[src/rtl/ad9866_pkg.sv]
// Shared types and constants for the AD9866 configuration controller:
// FSM states, host command field layout and the power-up register table.
package ad9866_pkg;

  typedef enum logic [2:0] {
    ST_RST_HOLD,
    ST_WAKE,
    ST_INIT,
    ST_IDLE,
    ST_SHIFT,
    ST_GAP
  } state_t;

  localparam int CMD_W        = 16;
  localparam int CMD_RW_BIT   = 15;
  localparam int CMD_ADDR_MSB = 14;
  localparam int CMD_ADDR_LSB = 8;
  localparam int CMD_DATA_MSB = 7;
  localparam int CMD_DATA_LSB = 0;

  localparam int INIT_LEN   = 8;
  localparam int INIT_IDX_W = $clog2(INIT_LEN);

  // Power-up writes, issued from entry 0 upwards: {rw, addr[6:0], data[7:0]}
  localparam logic [0:INIT_LEN-1][CMD_W-1:0] INIT_TABLE = {
    16'h0154, 16'h0204, 16'h0300, 16'h0441,
    16'h0520, 16'h0700, 16'h0881, 16'h0E80
  };

  // Word actually shifted out: a read drives zeros in place of the data byte.
  function automatic logic [CMD_W-1:0] frame_word(input logic [CMD_W-1:0] cmd);
    logic is_rd;
    is_rd = cmd[CMD_RW_BIT];
    return {cmd[CMD_RW_BIT], cmd[CMD_ADDR_MSB:CMD_ADDR_LSB],
            is_rd ? 8'h00 : cmd[CMD_DATA_MSB:CMD_DATA_LSB]};
  endfunction

endpackage

[src/rtl/ad9866_spi_shifter.sv]
// 16-bit MSB-first SPI frame engine for the AD9866: drives sclk/sdio/sen_n,
// captures the read byte from sdo and reports the last cycle of each frame.
module ad9866_spi_shifter
  import ad9866_pkg::*;
#(
  parameter int CLK_DIV = 4
) (
  input  logic             clk,
  input  logic             rst,
  input  logic             start,
  input  logic [CMD_W-1:0] word,
  input  logic             sdo,
  output logic             done,
  output logic             sclk,
  output logic             sdio,
  output logic             sen_n,
  output logic [7:0]       rd_word,
  output logic             rd_strobe
);

  localparam int DIV_W = $clog2(CLK_DIV);

  logic             active;
  logic             is_rd;
  logic [5:0]       half_cnt;
  logic [DIV_W-1:0] div_cnt;
  logic [CMD_W-1:0] shreg;
  logic [7:0]       sample_sr;
  logic             div_last;
  logic             sample_en;

  assign div_last  = (div_cnt == DIV_W'(CLK_DIV - 1));
  // Half-phases 0..31 are the 16 bits (even = low, odd = high); 32 is the trailing low.
  assign done      = active && (half_cnt == 6'd32) && div_last;
  // First clk cycle of sclk rises 9..16 carries the read byte.
  assign sample_en = active && sclk && (div_cnt == '0) && (half_cnt >= 6'd17);

  always_ff @(posedge clk) begin
    if (rst) begin
      active    <= 1'b0;
      is_rd     <= 1'b0;
      half_cnt  <= '0;
      div_cnt   <= '0;
      shreg     <= '0;
      sample_sr <= '0;
      sclk      <= 1'b0;
      sdio      <= 1'b0;
      sen_n     <= 1'b1;
      rd_word   <= '0;
      rd_strobe <= 1'b0;
    end else begin
      rd_strobe <= 1'b0;
      if (start) begin
        active   <= 1'b1;
        is_rd    <= word[CMD_RW_BIT];
        half_cnt <= '0;
        div_cnt  <= '0;
        shreg    <= frame_word(word);
        sen_n    <= 1'b0;
        sclk     <= 1'b0;
        sdio     <= word[CMD_W-1];
      end else if (active) begin
        if (sample_en) begin
          sample_sr <= {sample_sr[6:0], sdo};
        end
        if (div_last) begin
          div_cnt <= '0;
          if (half_cnt == 6'd32) begin
            active <= 1'b0;
            sen_n  <= 1'b1;
            sdio   <= 1'b0;
            if (is_rd) begin
              rd_word   <= sample_sr;
              rd_strobe <= 1'b1;
            end
          end else begin
            half_cnt <= half_cnt + 6'd1;
            if (!half_cnt[0]) begin
              sclk <= 1'b1;
            end else begin
              sclk  <= 1'b0;
              sdio  <= shreg[CMD_W-2];
              shreg <= {shreg[CMD_W-2:0], 1'b0};
            end
          end
        end else begin
          div_cnt <= div_cnt + 1'b1;
        end
      end
    end
  end

endmodule

[src/rtl/ad9866_cfg_ctrl.sv]
// AD9866 configuration controller: resets the chip, plays the init table over
// SPI, then serves host read/write frames one at a time.
module ad9866_cfg_ctrl
  import ad9866_pkg::*;
#(
  parameter int CLK_DIV     = 4,
  parameter int RST_CYCLES  = 1024,
  parameter int WAKE_CYCLES = 4096,
  parameter int GAP_CYCLES  = 2
) (
  input  logic             clk,
  input  logic             rst,
  input  logic             cmd_valid,
  output logic             cmd_ready,
  input  logic [CMD_W-1:0] cmd_data,
  output logic [7:0]       rd_data,
  output logic             rd_valid,
  output logic             init_done,
  output logic             busy,
  output logic             ad9866_sclk,
  output logic             ad9866_sdio,
  output logic             ad9866_sen_n,
  output logic             ad9866_rst_n,
  input  logic             ad9866_sdo
);

  localparam int CNT_MAX = (RST_CYCLES > WAKE_CYCLES) ?
                           ((RST_CYCLES > GAP_CYCLES) ? RST_CYCLES : GAP_CYCLES) :
                           ((WAKE_CYCLES > GAP_CYCLES) ? WAKE_CYCLES : GAP_CYCLES);
  localparam int CNT_W = $clog2(CNT_MAX + 1);

  state_t                state, state_next;
  logic [CNT_W-1:0]      cnt, cnt_next;
  logic [INIT_IDX_W-1:0] init_idx, idx_next;
  logic                  done_next;
  logic                  rst_n_q;
  logic                  start;
  logic [CMD_W-1:0]      start_word;
  logic                  frame_done;

  assign cmd_ready    = (state == ST_IDLE) && init_done;
  assign busy         = (state == ST_SHIFT) || (state == ST_GAP);
  assign ad9866_rst_n = rst_n_q;

  always_ff @(posedge clk) begin
    if (rst) begin
      state     <= ST_RST_HOLD;
      cnt       <= '0;
      init_idx  <= '0;
      init_done <= 1'b0;
      rst_n_q   <= 1'b0;
    end else begin
      state     <= state_next;
      cnt       <= cnt_next;
      init_idx  <= idx_next;
      init_done <= done_next;
      rst_n_q   <= (state_next != ST_RST_HOLD);
    end
  end

  always_comb begin
    state_next = state;
    cnt_next   = cnt;
    idx_next   = init_idx;
    done_next  = init_done;
    start      = 1'b0;
    start_word = INIT_TABLE[init_idx];
    unique case (state)
      ST_RST_HOLD: begin
        if (cnt == CNT_W'(RST_CYCLES - 1)) begin
          cnt_next   = '0;
          state_next = ST_WAKE;
        end else begin
          cnt_next = cnt + 1'b1;
        end
      end
      // The INIT issue cycle is the last cycle of the wake interval.
      ST_WAKE: begin
        if (cnt == CNT_W'(WAKE_CYCLES - 2)) begin
          cnt_next   = '0;
          state_next = ST_INIT;
        end else begin
          cnt_next = cnt + 1'b1;
        end
      end
      ST_INIT: begin
        start      = 1'b1;
        state_next = ST_SHIFT;
      end
      ST_IDLE: begin
        if (cmd_valid && cmd_ready) begin
          start      = 1'b1;
          start_word = cmd_data;
          state_next = ST_SHIFT;
        end
      end
      ST_SHIFT: begin
        if (frame_done) begin
          cnt_next   = '0;
          state_next = ST_GAP;
        end
      end
      ST_GAP: begin
        if (cnt == CNT_W'(GAP_CYCLES - 1)) begin
          cnt_next = '0;
          if (init_done) begin
            state_next = ST_IDLE;
          end else if (init_idx == INIT_IDX_W'(INIT_LEN - 1)) begin
            done_next  = 1'b1;
            idx_next   = '0;
            state_next = ST_IDLE;
          end else begin
            idx_next   = init_idx + 1'b1;
            state_next = ST_INIT;
          end
        end else begin
          cnt_next = cnt + 1'b1;
        end
      end
      default: state_next = ST_RST_HOLD;
    endcase
  end

  ad9866_spi_shifter #(
    .CLK_DIV(CLK_DIV)
  ) u_shifter (
    .clk      (clk),
    .rst      (rst),
    .start    (start),
    .word     (start_word),
    .sdo      (ad9866_sdo),
    .done     (frame_done),
    .sclk     (ad9866_sclk),
    .sdio     (ad9866_sdio),
    .sen_n    (ad9866_sen_n),
    .rd_word  (rd_data),
    .rd_strobe(rd_valid)
  );

endmodule

[config.mk]
export PLATFORM = sky130hd
export DESIGN_NAME = ad9866_cfg_ctrl
export DESIGN_NICKNAME = d
export VERILOG_FILES = /design/src/rtl/ad9866_pkg.sv /design/src/rtl/ad9866_spi_shifter.sv /design/src/rtl/ad9866_cfg_ctrl.sv
export SDC_FILE = /design/constraint.sdc
export NUM_CORES = 1
export LEC_CHECK = 0
export BUFFER_PORTS_ARGS = -buffer_cell sky130_fd_sc_hd__buf_4
export CAP_MARGIN = 5
export CORE_MARGIN = 2
export CORE_UTILIZATION = 53
export CTS_BUF_LIST = sky130_fd_sc_hd__clkbuf_16
export CTS_CLUSTER_DIAMETER = 100
export DETAILED_ROUTE_END_ITERATION = 6
export GPL_TIMING_DRIVEN = 0
export PLACE_DENSITY_LB_ADDON = 0.15
export SETUP_SLACK_MARGIN = 0.2
export SYNTH_ARGS = -nofsm -noshare
export SYNTH_HDL_FRONTEND = slang
export SYNTH_SLANG_ARGS = --single-unit
export TNS_END_PERCENT = 30
[constraint.sdc]
create_clock -name clk -period 2.4 [get_ports clk]
set_clock_uncertainty 0.15 [all_clocks]
set_input_delay 0.24 -clock clk [delete_from_list [all_inputs] [get_ports clk]]
set_output_delay 0.24 -clock clk [all_outputs]
set_load 0.03 [all_outputs]
==> PnR_summary.wiki, run 1 <==
{| class="wikitable"
! Metric !! Value
|-
| TritonCTS clock tree || done
|-
| Pin count of the biggest net entering global routing || 13
|-
| Standby leakage power || 0.00156 µW
|-
| Top cell type's share of synthesized area || 39.7%
|-
| Area of the die || 6830 µm²
|-
| Post-route setup slack || 0.177 ns
|-
| Number of nets in the synthesized netlist || 408
|-
| Post-synthesis compound-gate area fraction || 13.1%
|-
| Maximum ir drop on the vdd rail || 0.516 mV
|-
| FF-to-FF Start || u_shifter.half_cnt[0]
|-
| GR Overflow Total || 0
|-
| Max frequency || 450 MHz
|-
| Cell with the largest stage delay on the worst path || sky130_fd_sc_hd__or3b_4
|-
| Flip-flop and latch count after synthesis || 65
|-
| Final worst path period share || 92.6%
|-
| Port-buffer cells || 34
|-
| Final nets || 469
|-
| Share of synthesized area spent on multiplexers || 8.55%
|-
| CTS buffer count || 9
|-
| H-tree levels || 3
|-
| Number of flops mapped to enable cells by yosys || 0
|-
| Half-perimeter wire length of the detailed placement result || 5000 µm
|-
| Buffering stage count on the worst path with inverters included || 4
|-
| Result of the run || finished clean
|-
| Endpoint of the most critical register-to-register path || u_shifter.rd_word[2]
|-
| Wire length reported by the detailed router || 7810 µm
|-
| Wire length of the first global-routing pass || 12,200 µm
|-
| Top_reg_cell synth || sky130_fd_sc_hd__dfxtp_1
|-
| Die outline height || 82.6 µm
|-
| Fraction of layout instances using a drive strength above 1 || 23.8%
|-
| Area taken by multi-input logic gates || 1920 µm²
|-
| Largest area contributor in the netlist || sky130_fd_sc_hd__dfxtp_1
|-
| XOR/XNOR share of the synthesized area || 4.54%
|-
| Slew @ Worst Pin || 0.557 ns
|-
| Syn avg cell area || 8.72 µm²
|-
| Synth Area in Simple Gates || 24.8%
|-
| Source-to-sink clock delay at the later pin of the worst-skew pair || 0.33 ns
|-
| Starting density of the core || 55.0%
|-
| Clock period minus final worst setup slack || 2.22 ns
|-
| Count of inserted antenna diode cells || 0
|-
| Share of synthesized registers carrying an async set or reset || 0%
|-
| Critical path depth in cells || 10
|-
| Fin. max-slew vios || 0
|-
| Number of DRC violations after detailed-routing iteration 0 || 142
|-
| Worst setup path class || register to register
|-
| Final estimated routing congestion in global placement || 0.858
|-
| Internal reg-to-reg setup slack || 0.18 ns
|-
| Max-Cap Viols || 0
|-
| Max incr delay on CP || 0.38 ns
|-
| End point of the critical path || u_shifter.rd_word[2]
|-
| YS warnings || 0
|-
| Drt first pass iters || 5
|-
| Clk pin slew, worst setup/hold paths || 0.06 ns
|-
| Power density over the cells || 561 nW/µm²
|-
| Pre-CTS setup slack || 0.00664 ns
|-
| Type of the most critical hold path || input pin to register
|-
| Largest cells by area after synthesis || sky130_fd_sc_hd__dfxtp_1 (40%), sky130_fd_sc_hd__mux2i_1 (8.5%), sky130_fd_sc_hd__nor2_1 (7.2%), sky130_fd_sc_hd__ha_1 (4.6%), sky130_fd_sc_hd__xor2_1 (3.7%)
|-
| Largest delay contributor family on the critical path || simple AND/OR/NAND/NOR gates
|-
| Largest family of logic cells by synthesized area || simple AND/OR/NAND/NOR gates
|-
| Residual DRC || 0
|-
| I/O pin total || 36
|-
| Area of the core || 5960 µm²
|-
| Number of antenna violations at the first check in global routing || 0
|-
| Total global routing track utilization || 23.5%
|-
| Die Span X || 82.6 µm
|-
| Final setup violation count || 0
|-
| Number of fill cells in the layout || 452
|-
| Critical path, cell by cell || clkbuf_16, clkinv_8, ha_4, or3b_4, buf_8, nor3_4, and3_4, buf_6, mux2i_2, nor2_1
|-
| Clk sinks || 65
|-
| Number of global-route vias before repair || 2,619
|-
| Vias || 2,872
|-
| Adder-cell area share of the yosys netlist || 4.58%
|-
| Area occupied by registers || 1310 µm²
|-
| Type of origin of the critical path || register
|-
| Endpoints failing hold || 0
|-
| Type of destination of the critical path || register
|-
| Average routed wire per standard cell || 15.1 µm
|-
| Number of standard-cell rows in the floorplan || 28
|-
| Sequential element share of the synthesized area || 39.7%
|-
| Worst path required time || 2.46 ns
|-
| Ratio of routed vias to standard cells || 5.56
|-
| Clk Tree Root Cell || sky130_fd_sc_hd__clkbuf_16
|-
| Setup repair after global routing missed its margin || true
|-
| Max Buffers Root-to-Sink || 2
|-
| Max-slew headroom || 62.9%
|-
| Accumulated negative setup slack || 0 ns
|-
| Area growth from synthesis to layout || 28.1%
|-
| Maximum fanout encountered on the critical timing path || 5
|-
| Total standard cell area after synthesis || 3280 µm²
|-
| Crit path DAT || 2.28 ns
|-
| Reg2Reg Depth || 10
|-
| Launching element of the worst setup path || u_shifter.half_cnt[0]
|-
| Detail Route Antenna Nets || 0
|-
| Count of mapped cells out of synthesis || 376
|-
| Post-synthesis cell type count || 50
|}
-- cell usage after synthesis, types with 3 or more instances --
master / count
sky130_fd_sc_hd__dfxtp_1: 65
sky130_fd_sc_hd__nor2_1: 63
sky130_fd_sc_hd__nand2_1: 31
sky130_fd_sc_hd__mux2i_1: 28
sky130_fd_sc_hd__nand3_1: 18
sky130_fd_sc_hd__clkbuf_1: 16
sky130_fd_sc_hd__xor2_1: 14
sky130_fd_sc_hd__ha_1: 12
sky130_fd_sc_hd__inv_1: 12
sky130_fd_sc_hd__a311oi_1: 11
sky130_fd_sc_hd__a21oi_1: 10
sky130_fd_sc_hd__nand4_1: 10
sky130_fd_sc_hd__a211oi_1: 9
sky130_fd_sc_hd__o21ai_0: 9
sky130_fd_sc_hd__nor3_1: 7
sky130_fd_sc_hd__nand2b_1: 6
sky130_fd_sc_hd__and3_1: 4
sky130_fd_sc_hd__buf_2: 4
sky130_fd_sc_hd__nor2b_1: 4
sky130_fd_sc_hd__a221oi_1: 3
sky130_fd_sc_hd__and2_1: 3
sky130_fd_sc_hd__xnor2_1: 3
-- kinds of logic (layout without fill, tap and decap cells) --
group / count (synthesis) / in the layout
buffers and inverters: 35 / 101
muxes: 28 / 28
xor gates and xnor gates: 17 / 17
AOI/OAI and AO/OA: 55 / 55
and+or+nand+nor: 164 / 164
adders and majority gates: 12 / 12
DFF: 65 / 65
-- worst register-to-register path: stages, from the launching register on --
cell	delay, ns
sky130_fd_sc_hd__dfxtp_4	0.34
sky130_fd_sc_hd__clkbuf_16	0.15
sky130_fd_sc_hd__clkinv_8	0.04
sky130_fd_sc_hd__ha_4	0.12
sky130_fd_sc_hd__or3b_4	0.38
sky130_fd_sc_hd__buf_8	0.14
sky130_fd_sc_hd__nor3_4	0.15
sky130_fd_sc_hd__and3_4	0.24
sky130_fd_sc_hd__buf_6	0.14
sky130_fd_sc_hd__mux2i_2	0.21
sky130_fd_sc_hd__nor2_1	0.05
-- worst min path at each step --
stage | from | end | cells after the start
after floorplan | cmd_data[12] | u_shifter.shreg[12] | 2
after global placement | u_shifter.is_rd | u_shifter.is_rd | 2
after detailed placement | u_shifter.is_rd | u_shifter.is_rd | 2
after CTS | cmd_data[12] | u_shifter.shreg[12] | 3
after global routing | cmd_data[12] | u_shifter.shreg[12] | 3
final | cmd_data[12] | u_shifter.shreg[12] | 3
-- metrics by stage --
step / instances / utilization [%] / area, µm² / total power (µW) / hold slack, ns
6_report: 517 / 70.5 / 4200 / 2360 / 0.0178
4_1_cts: 512 / 68.8 / 4100 / 2370 / 0.0144
5_1_grt: 517 / 70.5 / 4200 / 2430 / 0.0198
3_3_place_gp: 485 / 62.0 / 3690 / 1190 / 0.292
3_5_place_dp: 485 / 62.0 / 3690 / 1190 / 0.315
2_1_floorplan: 376 / - / 3340 / 1150 / 0.231
-- metal layers --
| metal | GRT usage, % | share of wire (%) | up-vias |
|---|---|---|---|
| li1 | - | - | 1442 |
| met1 | 31.0 | 47 | 1320 |
| met2 | 36.4 | 46 | 95 |
| met3 | 8.04 | 5.9 | 15 |
| met4 | 7.21 | 1.5 | 0 |
| met5 | 0 | 0 | - |
-- final cells by class --
cell class	count	area share (%)
clock buffers	9	5.36
inverters	12	1.37
multi-input cells	276	45.8
well taps	75	2.23
clock inverters	7	1.10
plain buffers	23	3.75
flip-flops and latches	65	31.1
repair buffers	50	9.32
-- cell usage in the layout (no fill, tap or decap), types with 10 or more instances in the layout --
| cell | instances |
|---|---|
| sky130_fd_sc_hd__a311oi_1 | 11 |
| sky130_fd_sc_hd__clkbuf_16 | 10 |
| sky130_fd_sc_hd__nand4_1 | 10 |
| sky130_fd_sc_hd__xor2_1 | 14 |
| sky130_fd_sc_hd__ha_1 | 10 |
| sky130_fd_sc_hd__buf_4 | 48 |
| sky130_fd_sc_hd__dfxtp_1 | 63 |
| sky130_fd_sc_hd__nand3_1 | 18 |
| sky130_fd_sc_hd__mux2i_1 | 27 |
| sky130_fd_sc_hd__nand2_1 | 30 |
| sky130_fd_sc_hd__inv_1 | 10 |
| sky130_fd_sc_hd__nor2_1 | 62 |
-- state kept, by name, summed over array words and instances (netlist names), 2 cells and up --
signal               count
u_shifter.shreg         15
cnt                     13
u_shifter.rd_word        8
u_shifter.sample_sr      8
u_shifter.half_cnt       6
init_idx                 3
state                    3
u_shifter.div_cnt        2
-- report_power, final --
part | switching (µW) | internal (µW) | leakage (µW)
clock | 484 | 695 | 0.000131
combinational | 42.3 | 44.2 | 0.000900
sequential | 8.20 | 1080 | 0.000525
-- what timing repair did --
action,4_1_cts,5_1_grt
buffers inserted,9,4
hold endpoints to repair,1,0
hold buffers,1,0
endpoints found under the setup margin,48,52
pin swaps,3,6
resized for setup,8,26
cloned,1,1
(Power assumes the default switching activity.)
==> inputs of run 2 (changes only) <==
--- a/config.mk
+++ b/config.mk
@@ -7,7 +7,6 @@
 export LEC_CHECK = 0
 export BUFFER_PORTS_ARGS = -buffer_cell sky130_fd_sc_hd__buf_4
 export CAP_MARGIN = 5
-export CORE_MARGIN = 2
 export CORE_UTILIZATION = 53
 export CTS_BUF_LIST = sky130_fd_sc_hd__clkbuf_16
 export CTS_CLUSTER_DIAMETER = 100
==> run 2 against run 1 <==
Global-route usage up 2.4 points. Power grew 6.0%. Highest routed layer unchanged. Die area fell by 4.8%. Sequential cell count is the same. Worst hold slack worse by 0.0022 ns. Sequential share of layout area shrank 0.49 points. Maximum frequency down 3.0%. Register-to-register slack lost 0.07 ns. Setup slack lost 0.068 ns. Utilization up 1.1 points. Critical path depth did not move. Sequential power hardly changed.
==> PnR_summary.wiki, run 2 (same netlist as run 1, synthesis figures left out) <==
{| class="wikitable"
! Metric !! Value
|-
| Fraction of layout instances using a drive strength above 1 || 24.7%
|-
| Pre-CTS setup slack || -0.0136 ns
|-
| Largest registers ranked by flip-flop count || u_shifter.shreg x15, cnt x13
|-
| CTS buffer count || 9
|-
| Clk sinks || 65
|-
| Power density over the cells || 585 nW/µm²
|-
| Standby leakage power || 0.00157 µW
|-
| Slew @ Worst Pin || 0.549 ns
|-
| Final nets || 468
|-
| Setup repair after global routing missed its margin || true
|-
| Average routed wire per standard cell || 15.5 µm
|-
| Type of the most critical hold path || input pin to register
|-
| Drt first pass iters || 4
|-
| Critical path depth in cells || 10
|-
| Maximum fanout encountered on the critical timing path || 5
|-
| Critical path, cell by cell || clkbuf_16, clkinv_8, ha_4, or3b_4, buf_8, buf_12, o211ai_4, buf_4, mux2i_1, a221oi_2
|-
| Most frequent standard cell in the layout excluding fill and tap cells || sky130_fd_sc_hd__dfxtp_1
|-
| Type of destination of the critical path || register
|-
| Hold path cells || 3
|-
| Clock period minus final worst setup slack || 2.29 ns
|-
| Max-slew headroom || 63.4%
|-
| Type of origin of the critical path || register
|-
| Final estimated routing congestion in global placement || 0.867
|-
| Top sig layer || met4
|-
| Met3 wire length || 322 µm
|-
| Area of the core || 5960 µm²
|-
| Buffering stage count on the worst path with inverters included || 5
|-
| Internal || 1940 µW
|-
| Cell with the largest stage delay on the worst path || sky130_fd_sc_hd__or3b_4
|-
| Overall power of the completed layout || 2500 µW
|-
| Ratio of routed vias to standard cells || 5.58
|-
| Accumulated negative setup slack || 0 ns
|-
| Crit path DAT || 2.33 ns
|-
| Result of the run || finished clean
|-
| Max-Cap Viols || 0
|-
| Area of the die || 6500 µm²
|-
| Net Sw Frac || 22.5%
|-
| Port-buffer cells || 34
|-
| Wire length reported by the detailed router || 8000 µm
|-
| Total global routing track utilization || 25.9%
|-
| Max FFs per register || 15
|-
| TritonCTS clock tree || done
|-
| Maximum ir drop on the vdd rail || 0.423 mV
|-
| Number of antenna violations at the first check in global routing || 0
|-
| Worst path required time || 2.44 ns
|-
| Max frequency || 436 MHz
|-
| Post-route setup slack || 0.108 ns
|-
| Fin. max-slew vios || 0
|-
| Number of DRC violations after detailed-routing iteration 0 || 169
|-
| Detail Route Antenna Nets || 0
|-
| Residual DRC || 0
|-
| Starting density of the core || 55.0%
|-
| Max Buffers Root-to-Sink || 2
|-
| Number of fill cells in the layout || 454
|-
| Part of the total power dissipated in sequential elements || 43.7%
|-
| Number of global-route vias before repair || 2,717
|-
| Portion of total power attributed to combinational logic || 3.4%
|-
| Number of standard-cell rows in the floorplan || 28
|-
| Reg2Reg Depth || 10
|-
| Endpoints failing hold || 0
|-
| Top library cells by usage in the layout, fill and taps aside || sky130_fd_sc_hd__dfxtp_1 (63), sky130_fd_sc_hd__nor2_1 (58), sky130_fd_sc_hd__buf_4 (44)
|-
| Routed metal-1 wire length || 3750 µm
|-
| Die outline height || 80.6 µm
|-
| Total placed instance area || 3690 µm²
|-
| Clk Tree Root Cell || sky130_fd_sc_hd__clkbuf_16
|-
| Vias || 2,878
|-
| Largest delay contributor family on the critical path || buffers and inverters
|-
| Wire length of the first global-routing pass || 12,800 µm
|-
| Largest Register || u_shifter.shreg
|-
| Worst setup path class || register to register
|-
| Cell area after layout || 4270 µm²
|-
| Count of inserted antenna diode cells || 0
|-
| Final worst path period share || 95.5%
|-
| Sum of met2 wire segment lengths after detailed routing || 3840 µm
|-
| I/O pin total || 36
|-
| Switching power of the nets || 561 µW
|-
| Part of the total power dissipated in the clock network || 52.9%
|-
| Die Span X || 80.6 µm
|-
| Min Hold Slack || 0.0156 ns
|-
| GR Overflow Total || 0
|-
| H-tree levels || 3
|-
| Source-to-sink clock delay at the later pin of the worst-skew pair || 0.33 ns
|-
| Pin count of the biggest net entering global routing || 14
|-
| Area growth from synthesis to layout || 30.2%
|-
| Clk pin slew, worst setup/hold paths || 0.06 ns
|-
| Half-perimeter wire length of the detailed placement result || 5150 µm
|-
| Max incr delay on CP || 0.38 ns
|-
| Hold bufs inserted after CTS || 0
|-
| Final setup violation count || 0
|}
==> run 2: changes by cell type in the layout (fill, tap and decap cells not counted), moves of 2 or more <==
cell / previous run / this run
sky130_fd_sc_hd__nor2_1: 62 / 58
sky130_fd_sc_hd__clkinv_1: 2 / 0
sky130_fd_sc_hd__nor2_2: 2 / 4
sky130_fd_sc_hd__nor2_4: 0 / 2
sky130_fd_sc_hd__buf_4: 48 / 44
sky130_fd_sc_hd__clkinv_4: 2 / 4
sky130_fd_sc_hd__buf_12: 1 / 3
==> run 2: path summary, 6_finish.rpt <==
path,startpoint,to,slack [ns]
hold reg to reg,u_shifter.shreg[0],u_shifter.shreg[0],0.31
setup reg to reg,u_shifter.half_cnt[0],u_shifter.shreg[7],0.11
setup / recovery,u_shifter.half_cnt[0],u_shifter.shreg[7],0.11
hold / removal,ad9866_sdo,u_shifter.sample_sr[0],0.02
==> run 2: what timing repair did <==
action                                  4_1_cts  5_1_grt
endpoints found under the setup margin       49       52
setup buffers                                 8        5
pin swaps                                     3       15
gates resized for setup                       7       28
cloned                                        1        1
==> run 2: per-stage QoR <==
step | cells | utilization (%)
CTS | 510 | 69.2
global placement | 485 | 62.0
global route | 516 | 71.7
floorplan | 376 | -
detailed placement | 485 | 62.0
finish | 516 | 71.7
==> run 2: area by class of cell <==
cell class	instances	area, µm²	area share, %
multi-input cells	276	1940	45.4
inverters	12	57.6	1.35
clock buffers	9	225	5.28
clock inverters	7	78.8	1.85
plain buffers	23	154	3.61
flip-flops and latches	65	1310	30.6
repair buffers	49	413	9.67
well taps	75	93.8	2.20
==> run 2: layer usage <==
| metal | vias to the layer above | global-route usage (%) |
|---|---|---|
| li1 | 1446 | - |
| met1 | 1365 | 33.9 |
| met2 | 58 | 41.5 |
| met3 | 9 | 5.11 |
| met4 | 0 | 10.5 |
| met5 | - | 0 |
==> run 2: power by group through the flow <==
stage / combinational, µW / clock [µW] / sequential [µW]
global placement: 75.1 / 0 / 1110
global route: 92.8 / 1390 / 1090
detailed placement: 76.8 / 0 / 1110
floorplan: 40.8 / 0 / 1110
finish: 85.9 / 1320 / 1090
CTS: 77.4 / 1330 / 1090
==> run 2: worst min-delay path: stages <==
cell and delay [ns]:
sky130_fd_sc_hd__buf_4 0.08, sky130_fd_sc_hd__mux2i_1 0.06, sky130_fd_sc_hd__nor2_1 0.08
==> inputs of run 3 (changes only) <==
--- a/config.mk
+++ b/config.mk
@@ -13,6 +13,7 @@
 export DETAILED_ROUTE_END_ITERATION = 6
 export GPL_TIMING_DRIVEN = 0
 export PLACE_DENSITY_LB_ADDON = 0.15
+export REMOVE_ABC_BUFFERS = 1
 export SETUP_SLACK_MARGIN = 0.2
 export SYNTH_ARGS = -nofsm -noshare
 export SYNTH_HDL_FRONTEND = slang
==> run 3 against run 2 <==
Maximum frequency up 2.8%. Via count down 5.2%. Sequential power about the same. Utilization down 3.3 points. Power up 11%. Critical path type unchanged. Critical endpoint is now cnt[1]. Largest power group unchanged. Highest routed layer unchanged.
==> PnR_summary.wiki, run 3 (same netlist as run 1, synthesis figures left out) <==
{| class="wikitable"
! Metric !! Value
|-
| Clk sinks || 65
|-
| Count of inserted antenna diode cells || 0
|-
| Type of the most critical hold path || input pin to register
|-
| Ratio of routed vias to standard cells || 5.58
|-
| Area growth from synthesis to layout || 24.3%
|-
| H-tree levels || 3
|-
| Max FFs per register || 15
|-
| Clk pin slew, worst setup/hold paths || 0.06 ns
|-
| Max incr delay on CP || 0.55 ns
|-
| CTS buffer count || 9
|-
| Worst path required time || 2.46 ns
|-
| Critical path, cell by cell || or4_4, nor4_4, buf_4, nor2_2, o31ai_4, buf_12, a211oi_1
|-
| Port-buffer cells || 35
|-
| Most frequent standard cell in the layout excluding fill and tap cells || sky130_fd_sc_hd__nor2_1
|-
| Final nets || 441
|-
| Fraction of layout instances using a drive strength above 1 || 20.0%
|-
| Post-layout utilization of the core || 68.4%
|-
| Largest registers ranked by flip-flop count || u_shifter.shreg x15, cnt x13
|-
| Number of antenna violations at the first check in global routing || 0
|-
| Clock period minus final worst setup slack || 2.23 ns
|-
| Cell with the largest stage delay on the worst path || sky130_fd_sc_hd__or4_4
|-
| Source-to-sink clock delay at the later pin of the worst-skew pair || 0.33 ns
|-
| Standby leakage power || 0.00149 µW
|-
| Max frequency || 449 MHz
|-
| Maximum fanout encountered on the critical timing path || 13
|-
| Type of destination of the critical path || register
|-
| Vias || 2,727
|-
| Die Span X || 80.6 µm
|-
| Maximum ir drop on the vdd rail || 0.526 mV
|-
| I/O pin total || 36
|-
| Clk Tree Root Cell || sky130_fd_sc_hd__clkbuf_16
|-
| Area of the die || 6500 µm²
|-
| Average routed wire per standard cell || 14.7 µm
|-
| Type of origin of the critical path || register
|-
| Drt first pass iters || 4
|-
| Worst setup path class || register to register
|-
| Post-route setup slack || 0.171 ns
|-
| Crit path DAT || 2.29 ns
|-
| Largest Register || u_shifter.shreg
|-
| GR Overflow Total || 0
|-
| Top library cells by usage in the layout, fill and taps aside || sky130_fd_sc_hd__nor2_1 (62), sky130_fd_sc_hd__dfxtp_1 (61), sky130_fd_sc_hd__buf_4 (40)
|-
| Final worst path period share || 92.9%
|-
| Pre-CTS setup slack || -0.522 ns
|-
| Max-Cap Viols || 0
|-
| TritonCTS clock tree || done
|-
| Final setup violation count || 0
|-
| Buffering stage count on the worst path with inverters included || 2
|-
| Pin count of the biggest net entering global routing || 46
|-
| Endpoints failing hold || 0
|-
| Number of DRC violations after detailed-routing iteration 0 || 186
|-
| Starting density of the core || 55.0%
|-
| Half-perimeter wire length of the detailed placement result || 4390 µm
|-
| Residual DRC || 0
|-
| Die outline height || 80.6 µm
|-
| Number of standard-cell rows in the floorplan || 28
|-
| Power density over the cells || 681 nW/µm²
|-
| Setup repair after global routing missed its margin || true
|-
| Fin. max-slew vios || 0
|-
| Wire length of the first global-routing pass || 11,700 µm
|-
| Slew @ Worst Pin || 0.543 ns
|-
| Detail Route Antenna Nets || 0
|-
| Result of the run || finished clean
|-
| Wire length reported by the detailed router || 7180 µm
|-
| Max-slew headroom || 63.8%
|-
| Number of fill cells in the layout || 473
|-
| Total global routing track utilization || 24.1%
|-
| Area of the core || 5960 µm²
|-
| Accumulated negative setup slack || 0 ns
|-
| Final estimated routing congestion in global placement || 0.788
|-
| Largest delay contributor family on the critical path || simple AND/OR/NAND/NOR gates
|-
| Max Buffers Root-to-Sink || 2
|-
| Number of global-route vias before repair || 2,478
|}
## run 3: metrics by stage
stage	hold slack, ns	cell area, µm²	total power, µW	cells
global placement	0.286	3520	1190	463
CTS	0.00866	4040	2790	487
detailed placement	0.298	3520	1190	463
floorplan	0.159	3170	1140	353
global route	0.0177	4070	2850	489
finish	0.0156	4070	2770	489
## run 3: final timing paths
| check | start | end | slack, ns | cells after the start |
|---|---|---|---|---|
| max reg2reg | cnt[9] | cnt[1] | 0.17 | 7 |
| max | cnt[9] | cnt[1] | 0.17 | 7 |
| min reg2reg | u_shifter.shreg[0] | u_shifter.shreg[0] | 0.33 | 2 |
| min | cmd_data[1] | u_shifter.shreg[1] | 0.02 | 3 |
## run 3: metal layers
metal	track usage, %	part of all wire (%)	up-vias
met5	0	0	-
met4	10.7	1.3	0
met3	6.48	5.9	8
met2	38.2	47	68
met1	30.3	45	1266
li1	-	-	1385
## run 3: timing repair
item / in CTS / in global routing
setup endpoints to repair: 59 / 35
resized for setup: 13 / 6
setup buffers: 6 / 2
cloned: 1 / 0
hold endpoints to repair: 1 / 0
hold buffers: 1 / 0
pin swaps: 6 / 1
## run 3: worst reg2reg max path: stages (launching register included)
cell and delay (ns):
sky130_fd_sc_hd__dfxtp_2 0.34, sky130_fd_sc_hd__or4_4 0.55, sky130_fd_sc_hd__nor4_4 0.41, sky130_fd_sc_hd__buf_4 0.18, sky130_fd_sc_hd__nor2_2 0.05, sky130_fd_sc_hd__o31ai_4 0.21
sky130_fd_sc_hd__buf_12 0.17, sky130_fd_sc_hd__a211oi_1 0.05
## run 3: area by class of cell
cell class / count / area [µm²] / share of cell area (%)
clock inverters: 7 / 141 / 3.47
inverters: 12 / 45.0 / 1.11
clock buffers: 9 / 225 / 5.53
flip-flops and latches: 65 / 1310 / 32.1
well taps: 75 / 93.8 / 2.30
repair buffers: 44 / 370 / 9.09
multi-input cells: 277 / 1890 / 46.4
## run 3: power by group
group / switching, µW / leakage [µW] / internal (µW)
Sequential: 7.95 / 0.000526 / 1080
Combinational: 39.4 / 0.000790 / 42.9
Clock: 480 / 0.000178 / 1120
Total: 527 / 0.00149 / 2250
